File: src/rtl/status_serial_rx.sv
// Receiver for the alarm status link: deserializes 4-bit LSB-first frames, validates them
// and runs a link-loss watchdog. Optional output status_changed under STATUS_RX_CHANGE_IRQ_EN.
module status_serial_rx #(
   parameter int MSG_W        = 4,
   parameter int MIN_SB       = 3,
   parameter int LINK_TIMEOUT = 64
) (
   input  logic             CLK,
   input  logic             RST,
   input  logic             STATUS_IN,
   input  logic             STATUS_RECV,
   output logic [MSG_W-1:0] status,
   output logic             armed,
   output logic             alarm,
   output logic             sensor1,
   output logic             sensor2,
   output logic             frame_valid,
   output logic             frame_err,
`ifdef STATUS_RX_CHANGE_IRQ_EN
   output logic             status_changed,
`endif
   output logic             link_lost
);

   localparam int BIT_W = (MSG_W > 1) ? $clog2(MSG_W) : 1;
   localparam int GAP_W = $clog2(MIN_SB + 1);
   localparam int WD_W  = $clog2(LINK_TIMEOUT + 1);

   typedef enum logic [1:0] {
      IDLE,
      SHIFT,
      GAP
   } state_e;

   state_e           state_q, state_d;
   logic [BIT_W-1:0] bit_cnt_q, bit_cnt_d;
   logic [GAP_W-1:0] gap_cnt_q, gap_cnt_d;
   logic [MSG_W-2:0] shreg_q, shreg_d;
   logic [MSG_W-1:0] status_q, status_d;
   logic [WD_W-1:0]  wd_cnt_q, wd_cnt_d;
   logic             frame_valid_q, frame_valid_d;
   logic             frame_err_q, frame_err_d;
   logic             link_lost_q, link_lost_d;
   logic [MSG_W-1:0] frame;
   logic             frame_legal;
`ifdef STATUS_RX_CHANGE_IRQ_EN
   logic             status_changed_q, status_changed_d;
`endif

   always_comb begin
      // NOTE: every variable gets a default before the case so no path leaves it unassigned and no latch is inferred.
      state_d       = state_q;
      bit_cnt_d     = bit_cnt_q;
      gap_cnt_d     = gap_cnt_q;
      shreg_d       = shreg_q;
      status_d      = status_q;
      frame_valid_d = 1'b0;
      frame_err_d   = 1'b0;
      frame         = {STATUS_IN, shreg_q};
      // An armed-less alarm cannot come from a healthy transmitter.
      frame_legal   = !(frame[1] && !frame[0]);
      wd_cnt_d      = (wd_cnt_q == WD_W'(LINK_TIMEOUT)) ? wd_cnt_q : wd_cnt_q + WD_W'(1);

      case (state_q)
         IDLE: begin
            if (STATUS_RECV) begin
               state_d   = SHIFT;
               bit_cnt_d = '0;
            end
         end
         SHIFT: begin
            if (STATUS_RECV) begin
               // The aborting strobe doubles as the start of the next frame.
               frame_err_d = 1'b1;
               bit_cnt_d   = '0;
            end else if (bit_cnt_q == BIT_W'(MSG_W - 1)) begin
               state_d   = GAP;
               gap_cnt_d = '0;
               if (frame_legal) begin
                  status_d      = frame;
                  frame_valid_d = 1'b1;
                  wd_cnt_d      = '0;
               end else begin
                  frame_err_d = 1'b1;
               end
            end else begin
               for (int i = 0; i < MSG_W - 1; i++) begin
                  if (bit_cnt_q == BIT_W'(i)) shreg_d[i] = STATUS_IN;
               end
               bit_cnt_d = bit_cnt_q + BIT_W'(1);
            end
         end
         GAP: begin
            if (STATUS_RECV) begin
               frame_err_d = 1'b1;
               state_d     = SHIFT;
               bit_cnt_d   = '0;
            end else if (gap_cnt_q == GAP_W'(MIN_SB - 1)) begin
               state_d = IDLE;
            end else begin
               gap_cnt_d = gap_cnt_q + GAP_W'(1);
            end
         end
         default: state_d = IDLE;
      endcase

      // Using the next count lets a valid frame clear link_lost in the same cycle as frame_valid.
      link_lost_d = (wd_cnt_d == WD_W'(LINK_TIMEOUT));

`ifdef STATUS_RX_CHANGE_IRQ_EN
      status_changed_d = frame_valid_d && (frame != status_q);
`endif
   end

   // NOTE: sequential state uses non-blocking assignments so all flops update from pre-edge values.
   always_ff @(posedge CLK or posedge RST) begin
      if (RST) begin
         state_q       <= IDLE;
         bit_cnt_q     <= '0;
         gap_cnt_q     <= '0;
         shreg_q       <= '0;
         status_q      <= '0;
         wd_cnt_q      <= '0;
         frame_valid_q <= 1'b0;
         frame_err_q   <= 1'b0;
         link_lost_q   <= 1'b0;
      end else begin
         state_q       <= state_d;
         bit_cnt_q     <= bit_cnt_d;
         gap_cnt_q     <= gap_cnt_d;
         shreg_q       <= shreg_d;
         status_q      <= status_d;
         wd_cnt_q      <= wd_cnt_d;
         frame_valid_q <= frame_valid_d;
         frame_err_q   <= frame_err_d;
         link_lost_q   <= link_lost_d;
      end
   end

`ifdef STATUS_RX_CHANGE_IRQ_EN
   always_ff @(posedge CLK or posedge RST) begin
      if (RST) status_changed_q <= 1'b0;
      else     status_changed_q <= status_changed_d;
   end

   assign status_changed = status_changed_q;
`endif

   assign status      = status_q;
   assign armed       = status_q[0];
   assign alarm       = status_q[1];
   assign sensor1     = status_q[2];
   assign sensor2     = status_q[3];
   assign frame_valid = frame_valid_q;
   assign frame_err   = frame_err_q;
   assign link_lost   = link_lost_q;

endmodule

File: config.mk
export PLATFORM = sky130hd
export DESIGN_NAME = status_serial_rx
export DESIGN_NICKNAME = d
export VERILOG_FILES = /design/src/rtl/status_serial_rx.sv
export SDC_FILE = /design/constraint.sdc
export NUM_CORES = 1
export LEC_CHECK = 0
export ABC_CLOCK_PERIOD_IN_PS = 1990
export CAP_MARGIN = 20
export CORE_ASPECT_RATIO = 1.4
export CORE_MARGIN = 8
export CORE_UTILIZATION = 40
export DETAILED_ROUTE_END_ITERATION = 7
export GPL_TIMING_DRIVEN = 0
export PLACE_DENSITY = 0.64
export SLEW_MARGIN = 25
export SYNTH_ARGS = -nofsm -noshare
export SYNTH_HDL_FRONTEND = slang
export SYNTH_SLANG_ARGS = --single-unit
File: constraint.sdc
create_clock -name CLK -period 1.99 [get_ports CLK]
set_clock_uncertainty 0.15 [all_clocks]
set_input_delay 0.398 -clock CLK [delete_from_list [all_inputs] [get_ports CLK]]
set_output_delay 0.398 -clock CLK [all_outputs]
set_load 0.02 [all_outputs]
; Word-level counts from Yosys, hierarchy flattened
; Cells that the tools add are included.
; W data, S select, Z words.
[op_classes]
n_reduce_logical = 14
n_bitwise = 3
eq_ne = 16
add_sub_neg = 3
n_mux = 29
[ops]
columns = op, count
row1 = $mux W7, 5
row2 = $mux W2, 12
row3 = $reduce_and A4 Y1, 5
row4 = $eq A7 B7 Y1 const B, 2
row5 = $ne A2 B2 Y1 const B, 5
row6 = $eq A2 B2 Y1 const B, 4
row7 = $mux W1, 8
row8 = $pmux W2 S2, 2
row9 = $add A7 B1 Y7 const B, 1
row10 = $ne A3 B3 Y1 const B, 2
row11 = $pmux W2 S3, 1
row12 = $reduce_and A5 Y1, 1
row13 = $add A2 B1 Y2 const B, 2
row14 = $eq A2 B1 Y1 const B, 2
row15 = $logic_not A2 Y1, 2
row16 = $reduce_bool A2 Y1, 2
row17 = $not A1 Y1, 3
row18 = $reduce_and A3 Y1, 1
row19 = $ne A2 B1 Y1 const B, 1
row20 = $pmux W1 S2, 1
row21 = $reduce_or A2 Y1, 1
row22 = $logic_and A1 B1 Y1, 1
row23 = $logic_not A1 Y1, 1
[totals]
word_cells = 76
output_inout_bits = 11
input_bits = 4
regBits = 23

; Depth between registers and ports, before layout
; Gate-level depths: netlist (run 1).
[logic_depth]
ltp_word = 7
ltp_mapped = 7
depth_no_buf = 6

; Worst setup path before layout (run 1)
; OpenSTA, ideal clock, no wires.
[synth_timing]
kind = register to register
start = register state_q[1]
end = register status_q[3] (netlist: status[3])
setup_time_ns = 0.125
path_slack_ns = 0.191
n_path_buf = 1
required_time_ns = 1.715
arrival_ns = 1.524
stages_incl_launch_ff = 7
period_less_slack_ns = 1.799
cell_sequence = dfrtp_1 inv_1 ha_1 buf_2 nand2_1 nor3_4 mux2_2
[synth_between]
elab_chain_len = 2
[synth_rtl]
columns = element, line
row1 = start: declaration, 35  ; state_e state_q, state_d;
row2 = start signal: assignment, 128  ; state_q <= state_d;
row3 = $eq A2 B1 Y1, 64  ; case (state_q)
row4 = $reduce_and A4 Y1 (no source line), n/a
row5 = end signal: assignment, 132  ; status_q <= status_d;
row6 = end: declaration, 39  ; logic [MSG_W-1:0] status_q, status_d;
; No other way between the ends.
; A chain may end at the register's enable or synchronous reset.

; Worst setup path after layout (run 1)
[layout_timing]
start = register status_q[1] (netlist: status[1])
end = output status[1]
[layout_rtl]
columns = element, line
row1 = end: declaration, 12  ; output logic [MSG_W-1:0] status,
; No word-level cell between the ends.

==> reports/metrics.yaml, run 1 <==
status:
  run_status: "finished clean"
setup_path:
  path_class: "flip-flop to output pin"
  reg2reg_setup_slack_ns: 0.12
  path_cells: "buf_4, clkdlybuf4s50_1"
  arrival_ns: 1.33
  crit_path_launch_type: "flip-flop"
  critical_path_peak_fanout: 3
  cpMaxStageDelayCell: "sky130_fd_sc_hd__clkdlybuf4s50_1"
  end_kind: "output pin"
  timing.critical_path.slowest_cell_delay_ns: 0.59
  timing.critical_path.max_delay_family: "buffers and inverters"
  worst_ep_required_time_ns: 1.44
  cp_num_buf_inv: 2
drt:
  detailedRoute.firstPassIterationCount: 4
  avgViaCountPerCell: 4.915
  wire_per_inst_um: 12.54
  drt_wl_total_um: 2358
  vias: 924
  route.antenna.remaining_nets: 0
  dr_drc_count: 0
  drt_iter0_drc: 40
yosys:
  number_of_flops_mapped_to_enable_cells_by_yosys: 0
  netlist_top_cells_area: "sky130_fd_sc_hd__dfrtp_1 44%, sky130_fd_sc_hd__ha_1 11%, sky130_fd_sc_hd__mux2_2 6.0%"
  synth_seq_cells: 23
  syn_avg_cell_area_um2: 10.28
  yosys.cell_count.top_type: "sky130_fd_sc_hd__dfrtp_1"
  synth_common_cells: "23 x sky130_fd_sc_hd__dfrtp_1, 12 x sky130_fd_sc_hd__ha_1, 11 x sky130_fd_sc_hd__inv_1, 11 x sky130_fd_sc_hd__nand2_1, 10 x sky130_fd_sc_hd__nor2_1"
  netlist_area_mm2: 0.001316
  synth_top_area_share: 0.4373
  synthDistinctLibCells: 32
  synth.yosys.seq_area_share: 0.4373
  postSynth.asyncResetShare: 1.000
  synth_flop_cell: "sky130_fd_sc_hd__dfrtp_1"
  synthesis.instances: 128
  cell_type_with_the_highest_aggregate_area_in_the_netlist: "sky130_fd_sc_hd__dfrtp_1"
  synthesis.yosys.warnings: 0
  nets_in_the_synthesized_netlist: 144
sta:
  worst_slew_margin_rel: 0.4229
  achievable-frequency_ghz: 0.5320
  final-setup-viol-count: 0
  worst_pin_slew_ns: 0.8647
  timing.final.crit_period_ns: 1.880
  timing.final.hold_violations: 0
  rsz_0062_raised_after_global_routing: "false"
  final.period_utilization: 0.9446
  timing_max_transition_violations_final: 0
  finalHoldWorstSlack_ns: 0.3178
power_and_ir_drop:
  pwr_cell_area_mw_per_mm2: 1424
  p_leak_nw: 0.7152
  p_seq_frac: 0.376
  comb_power_share: 0.501
  irDropWorstVdd_uv: 582.1
  switching_power_mw: 0.9073
  clock_power_share: 0.123
  sw_frac_of_total: 0.4009
  power.internal_mw: 1.356
global_routing:
  antenna_found_initial: 0
  grt_start_max_net_pins: 24
  grt.total_usage: 0.09189
  total_gr_overflow: 0
  via_count_of_the_first_global_routing_pass: 915
  first_pass_grt_wire_length_um: 4160
clocking:
  clkSinkCount: 23
  h_tree_level_count: 1
  cts_made_buffers: 3
  clockBufferDepth: 2
  clkSlewWorstSetupHoldPaths_ns: 0.08
  ctsRootBufferMaster: "sky130_fd_sc_hd__clkbuf_8"
  cts_tree: "yes"
  clkLatencyLatePin_ns: 0.25
place:
  port_buffers: 13
  gp_congestion: 0.7833
  dpl-instance-area_mm2: 0.001495
  place.detailed.hpwl_um: 1776
floorplan:
  starting_density: 0.4215
  design.portCount: 15
  num_rows: 24
  die_w_um: 64.48
  floorplan.core_area_mm2: 0.003123
  area_of_the_die_mm2: 0.005408
  fp.dieH_um: 83.88
layout:
  areaGrowthSynthToFinish_pct: 20.72
  antenna-diode-count: 0
  drive_above_1_share: 0.1812
  final_core_util: 0.5088
  finish.net_count: 166
  final_non_filler_cell_area_mm2: 0.001589
job:
  drv_cap: 0
worst_hold_path:
  min-delay-path-class: "primary input to flip-flop"
-- layout by cell type (no fill, tap or decap), types with 2 or more instances in the layout --
| cell | synthesis | layout |
|---|---|---|
| sky130_fd_sc_hd__nand2_1 | 11 | 10 |
| sky130_fd_sc_hd__clkbuf_8 | 0 | 3 |
| sky130_fd_sc_hd__nand2_2 | 1 | 2 |
| sky130_fd_sc_hd__dfrtp_1 | 23 | 23 |
| sky130_fd_sc_hd__inv_1 | 11 | 10 |
| sky130_fd_sc_hd__clkdlybuf4s50_1 | 0 | 13 |
| sky130_fd_sc_hd__nand3_1 | 4 | 4 |
| sky130_fd_sc_hd__nor2_1 | 10 | 10 |
| sky130_fd_sc_hd__mux2i_1 | 2 | 2 |
| sky130_fd_sc_hd__xnor2_1 | 3 | 3 |
| sky130_fd_sc_hd__nor2b_1 | 4 | 4 |
| sky130_fd_sc_hd__buf_4 | 4 | 8 |
| sky130_fd_sc_hd__nand2b_1 | 3 | 3 |
| sky130_fd_sc_hd__a21oi_1 | 6 | 6 |
| sky130_fd_sc_hd__ha_1 | 12 | 11 |
| sky130_fd_sc_hd__xor2_1 | 2 | 2 |
| sky130_fd_sc_hd__mux2_2 | 7 | 7 |
| sky130_fd_sc_hd__o21ai_0 | 7 | 7 |
| sky130_fd_sc_hd__a21boi_0 | 2 | 2 |
-- cell type report --
cell class	count	area [um2]
multi-input combinational	88	674.4
clock buffer	3	41.29
inverter	11	41.29
fill	297	1534
sequential	23	575.6
timing repair buffer	17	160.2
tap	39	48.80
clock inverter	1	5.005
buffer	6	42.54
-- logic make-up after synthesis --
logic type,count (synthesis),synth area share
buffers and inverters,17,0.06179
adder cells (fa/ha/maj),12,0.1141
multiplexers,9,0.07510
XOR/XNOR,5,0.03328
AND/OR/NAND/NOR,38,0.1454
AO/OA/AOI/OAI,24,0.1331
flip-flops,23,0.4373
-- flip-flops by register name, summed over array words and instances, names as in the netlist, 2 cells and up --
register   cells
bit_cnt_q      2
gap_cnt_q      2
shreg_q        3
state_q        2
status         4
wd_cnt_q       7
-- worst paths after layout --
| path | start | endpoint | cells after the start |
|---|---|---|---|
| max | status[1] | status[1] | 2 |
| min | STATUS_RECV | bit_cnt_q[0] | 2 |
| max reg2reg | state_q[1] | status[1] | 7 |
| min reg2reg | gap_cnt_q[1] | gap_cnt_q[1] | 2 |
| max in group asynchronous | RST | bit_cnt_q[1] | 2 |
| min in group asynchronous | RST | gap_cnt_q[1] | 2 |
-- power groups by stage --
stage / Sequential (mW) / Clock (mW) / Combinational, mW
global route: 0.882 / 0.309 / 1.27
global placement: 0.837 / 0 / 1.08
floorplan: 0.860 / 0 / 0.764
detailed placement: 0.849 / 0 / 1.10
finish: 0.850 / 0.279 / 1.13
CTS: 0.838 / 0.295 / 1.11
-- layer usage --
metal	wire length [um]	track usage	vias to the layer above
met5	0	0	-
li1	-	-	470
met3	70	0.01613	4
met1	973	0.1067	440
met2	1273	0.1561	10
met4	41	0.04382	0
-- through the flow --
step | setup slack [ns] | power (mW) | cells | setup TNS (ns)
after floorplan | 0.1913 | 1.624 | 128 | 0
after global placement | -0.008067 | 1.915 | 180 | -0.01936
after detailed placement | -0.05284 | 1.951 | 180 | -0.2042
after CTS | 0.01084 | 2.245 | 186 | 0
after global routing | 0.009313 | 2.461 | 188 | 0
final | 0.1102 | 2.263 | 188 | 0
-- timing repair --
item	4_1_cts	5_1_grt
buffers inserted	2	2
hold buffers	0	0
pin swaps	1	0
setup endpoints to repair	4	8
gates resized for setup	0	5
Power figures use the tool's default switching activity.
==> run 2: changes to the inputs <==
--- a/config.mk
+++ b/config.mk
@@ -5,14 +5,14 @@
 export SDC_FILE = /design/constraint.sdc
 export NUM_CORES = 1
 export LEC_CHECK = 0
-export ABC_CLOCK_PERIOD_IN_PS = 1990
+export ABC_AREA = 1
 export CAP_MARGIN = 20
 export CORE_ASPECT_RATIO = 1.4
 export CORE_MARGIN = 8
 export CORE_UTILIZATION = 40
 export DETAILED_ROUTE_END_ITERATION = 7
 export GPL_TIMING_DRIVEN = 0
-export PLACE_DENSITY = 0.64
+export PLACE_DENSITY = 0.68
 export SLEW_MARGIN = 25
 export SYNTH_ARGS = -nofsm -noshare
 export SYNTH_HDL_FRONTEND = slang
==> reports/metrics.yaml, run 2 <==
status:
  run_status: "finished clean"
clocking:
  postCtsSetupRepairBufs: 0
  clockBufferDepth: 2
  cts_tree: "yes"
  clkSlewWorstSetupHoldPaths_ns: 0.08
  clkSinkCount: 23
  cts_hold_repair.buffers: 0
  clkLatencyLatePin_ns: 0.26
  cts_made_buffers: 3
  h_tree_level_count: 1
  ctsRootBufferMaster: "sky130_fd_sc_hd__clkbuf_8"
place:
  gp_congestion: 0.7683
  port_buffers: 14
  place.detailed.hpwl_um: 1894
  placed_cells_incl_taps: 203
yosys:
  postSynth.asyncResetShare: 1.000
  number_of_flops_mapped_to_enable_cells_by_yosys: 0
  synthesis.yosys.warnings: 0
  synth-adder-area-share: 0.1170
  syn_avg_cell_area_um2: 8.558
  netlist_area_mm2: 0.001284
  netlist_top_cells_area: "sky130_fd_sc_hd__dfrtp_1 45%, sky130_fd_sc_hd__ha_1 12%, sky130_fd_sc_hd__nand2_1 8.2%"
  synth_flop_cell: "sky130_fd_sc_hd__dfrtp_1"
  synth_top_family_by_area: "simple AND/OR/NAND/NOR gates"
  yosys.cell_count.top_type: "sky130_fd_sc_hd__nand2_1"
  synthDistinctLibCells: 24
  synth.yosys.seq_area_share: 0.4483
  synth_seq_cells: 23
  synth-xor-area-share: 0.006823
  synth_top_area_share: 0.4483
  synth_mux_area_frac: 0
  synth-simple-area-share: 0.2173
  cell_type_with_the_highest_aggregate_area_in_the_netlist: "sky130_fd_sc_hd__dfrtp_1"
  complex_gate_fraction_of_the_synthesized_area: 0.1082
  nets_in_the_synthesized_netlist: 166
  synthesis.instances: 150
  synth_common_cells: "28 x sky130_fd_sc_hd__nand2_1, 23 x sky130_fd_sc_hd__dfrtp_1, 23 x sky130_fd_sc_hd__inv_1"
sta:
  final.period_utilization: 0.9510
  rsz_0062_raised_after_global_routing: "false"
  final-setup-viol-count: 0
  timing.final.crit_period_ns: 1.893
  timing_max_transition_violations_final: 0
  timing.final.hold_violations: 0
  worst_pin_slew_ns: 0.8626
  achievable-frequency_ghz: 0.5284
  worst_slew_margin_rel: 0.4243
  finalSetupTns_ns: 0
global_routing:
  grt.total_usage: 0.09419
  first_pass_grt_wire_length_um: 4243
  antenna_found_initial: 0
  total_gr_overflow: 0
  via_count_of_the_first_global_routing_pass: 1026
  grt_start_max_net_pins: 24
layout:
  final_core_util: 0.4911
  mostFrequentLayoutCell: "sky130_fd_sc_hd__nand2_1"
  antenna-diode-count: 0
  drive_above_1_share: 0.1190
  largest_reg_flops: 7
  largest_register: "wd_cnt_q"
  mostFrequentLayoutCells: "28 x sky130_fd_sc_hd__nand2_1, 23 x sky130_fd_sc_hd__inv_1, 23 x sky130_fd_sc_hd__dfrtp_1"
  areaGrowthSynthToFinish_pct: 18.32
  finish.net_count: 185
  post_layout_nonfiller_instances: 207
job:
  drv_cap: 0
drt:
  drt_wl_total_um: 2332
  drt_iter0_drc: 42
  wl_met2_um: 1280
  wire_per_inst_um: 11.27
  dr_drc_count: 0
  route.top_layer_used: "met4"
  detailedRoute.firstPassIterationCount: 4
  drt-met1-wl_um: 965
  dr_wl_met3_um: 59
  avgViaCountPerCell: 4.792
  route.antenna.remaining_nets: 0
  vias: 992
setup_path:
  cpMaxStageDelayCell: "sky130_fd_sc_hd__clkdlybuf4s50_1"
  path_cells: "buf_4, clkdlybuf4s50_1"
  end_kind: "output pin"
  cp_num_buf_inv: 2
  critical_path_peak_fanout: 3
  timing.critical_path.slowest_cell_delay_ns: 0.59
  worst_ep_required_time_ns: 1.44
  path_class: "flip-flop to output pin"
  arrival_ns: 1.34
  timing.critical_path.max_delay_family: "buffers and inverters"
  crit_path_launch_type: "flip-flop"
floorplan:
  fp.dieH_um: 83.03
  floorplan.core_area_mm2: 0.003093
  design.portCount: 15
  starting_density: 0.4150
  area_of_the_die_mm2: 0.005304
  num_rows: 24
  die_w_um: 63.88
power_and_ir_drop:
  irDropWorstVdd_uv: 672.4
  pwr_cell_area_mw_per_mm2: 1309
  p_leak_nw: 0.7844
worst_hold_path:
  min-delay-path-class: "flip-flop to flip-flop"
[run 2: path summary, 6_finish.rpt]
kind | cells past startpoint | endpoint | startpoint | slack [ns]
min reg2reg | 2 | status[2] | shreg_q[2] | 0.35
max | 2 | status[2] | status[2] | 0.1
min in group asynchronous | 2 | wd_cnt_q[5] | RST | 0.46
min | 2 | status[2] | shreg_q[2] | 0.35
max reg2reg | 7 | bit_cnt_q[1] | state_q[0] | 0.23
max in group asynchronous | 2 | status[0] | RST | 0.70
[run 2: kinds of logic after synthesis]
logic type,count (synthesis)
AND/OR/NAND/NOR,57
XOR/XNOR,1
flip-flops,23
AO/OA/AOI/OAI,26
buffers and inverters,31
adder cells (fa/ha/maj),12
[run 2: final cells by class]
type	instances	area, um2
fill	289	1574
multi-input combinational	96	576.8
sequential	23	575.6
timing repair buffer	14	140.1
inverter	27	101.3
tap	39	48.80
clock buffer	3	41.29
buffer	4	30.03
clock inverter	1	5.005
[run 2: report_power, final]
group | leakage (nW) | switching [mW] | total (mW) | internal, mW
Combinational | 0.462 | 0.552 | 0.931 | 0.379
Sequential | 0.297 | 0.139 | 0.768 | 0.630
Clock | 0.0255 | 0.150 | 0.289 | 0.140
[run 2: metal layers]
metal	GRT usage	up-vias
met5	0	-
met4	0.03666	0
met3	0.01747	4
met2	0.1787	11
met1	0.09589	468
li1	-	509
[run 2: tightest hold or removal path, stage by stage, from the launching register on]
cell,delay [ns]
sky130_fd_sc_hd__dfrtp_1,0.36
sky130_fd_sc_hd__nand2_1,0.06
sky130_fd_sc_hd__nand2_1,0.05
[run 2: per-stage QoR]
stage                     area (um2)  setup WS, ns  power [mW]  hold slack, ns
after floorplan                 1284        0.4375       1.448          0.2499
after global placement          1473       0.09383       1.668          0.3224
after detailed placement        1473       0.09066       1.712          0.3342
after CTS                       1519       0.06173       2.010          0.3554
after global routing            1519       0.01380       2.185          0.3772
final                           1519       0.09742       1.989          0.3545
[run 2: repair_timing]
action | 4_1_cts | 5_1_grt
endpoints found under the setup margin | 0 | 2
endpoints found under the hold margin | 0 | 0
gates resized for setup | 0 | 1
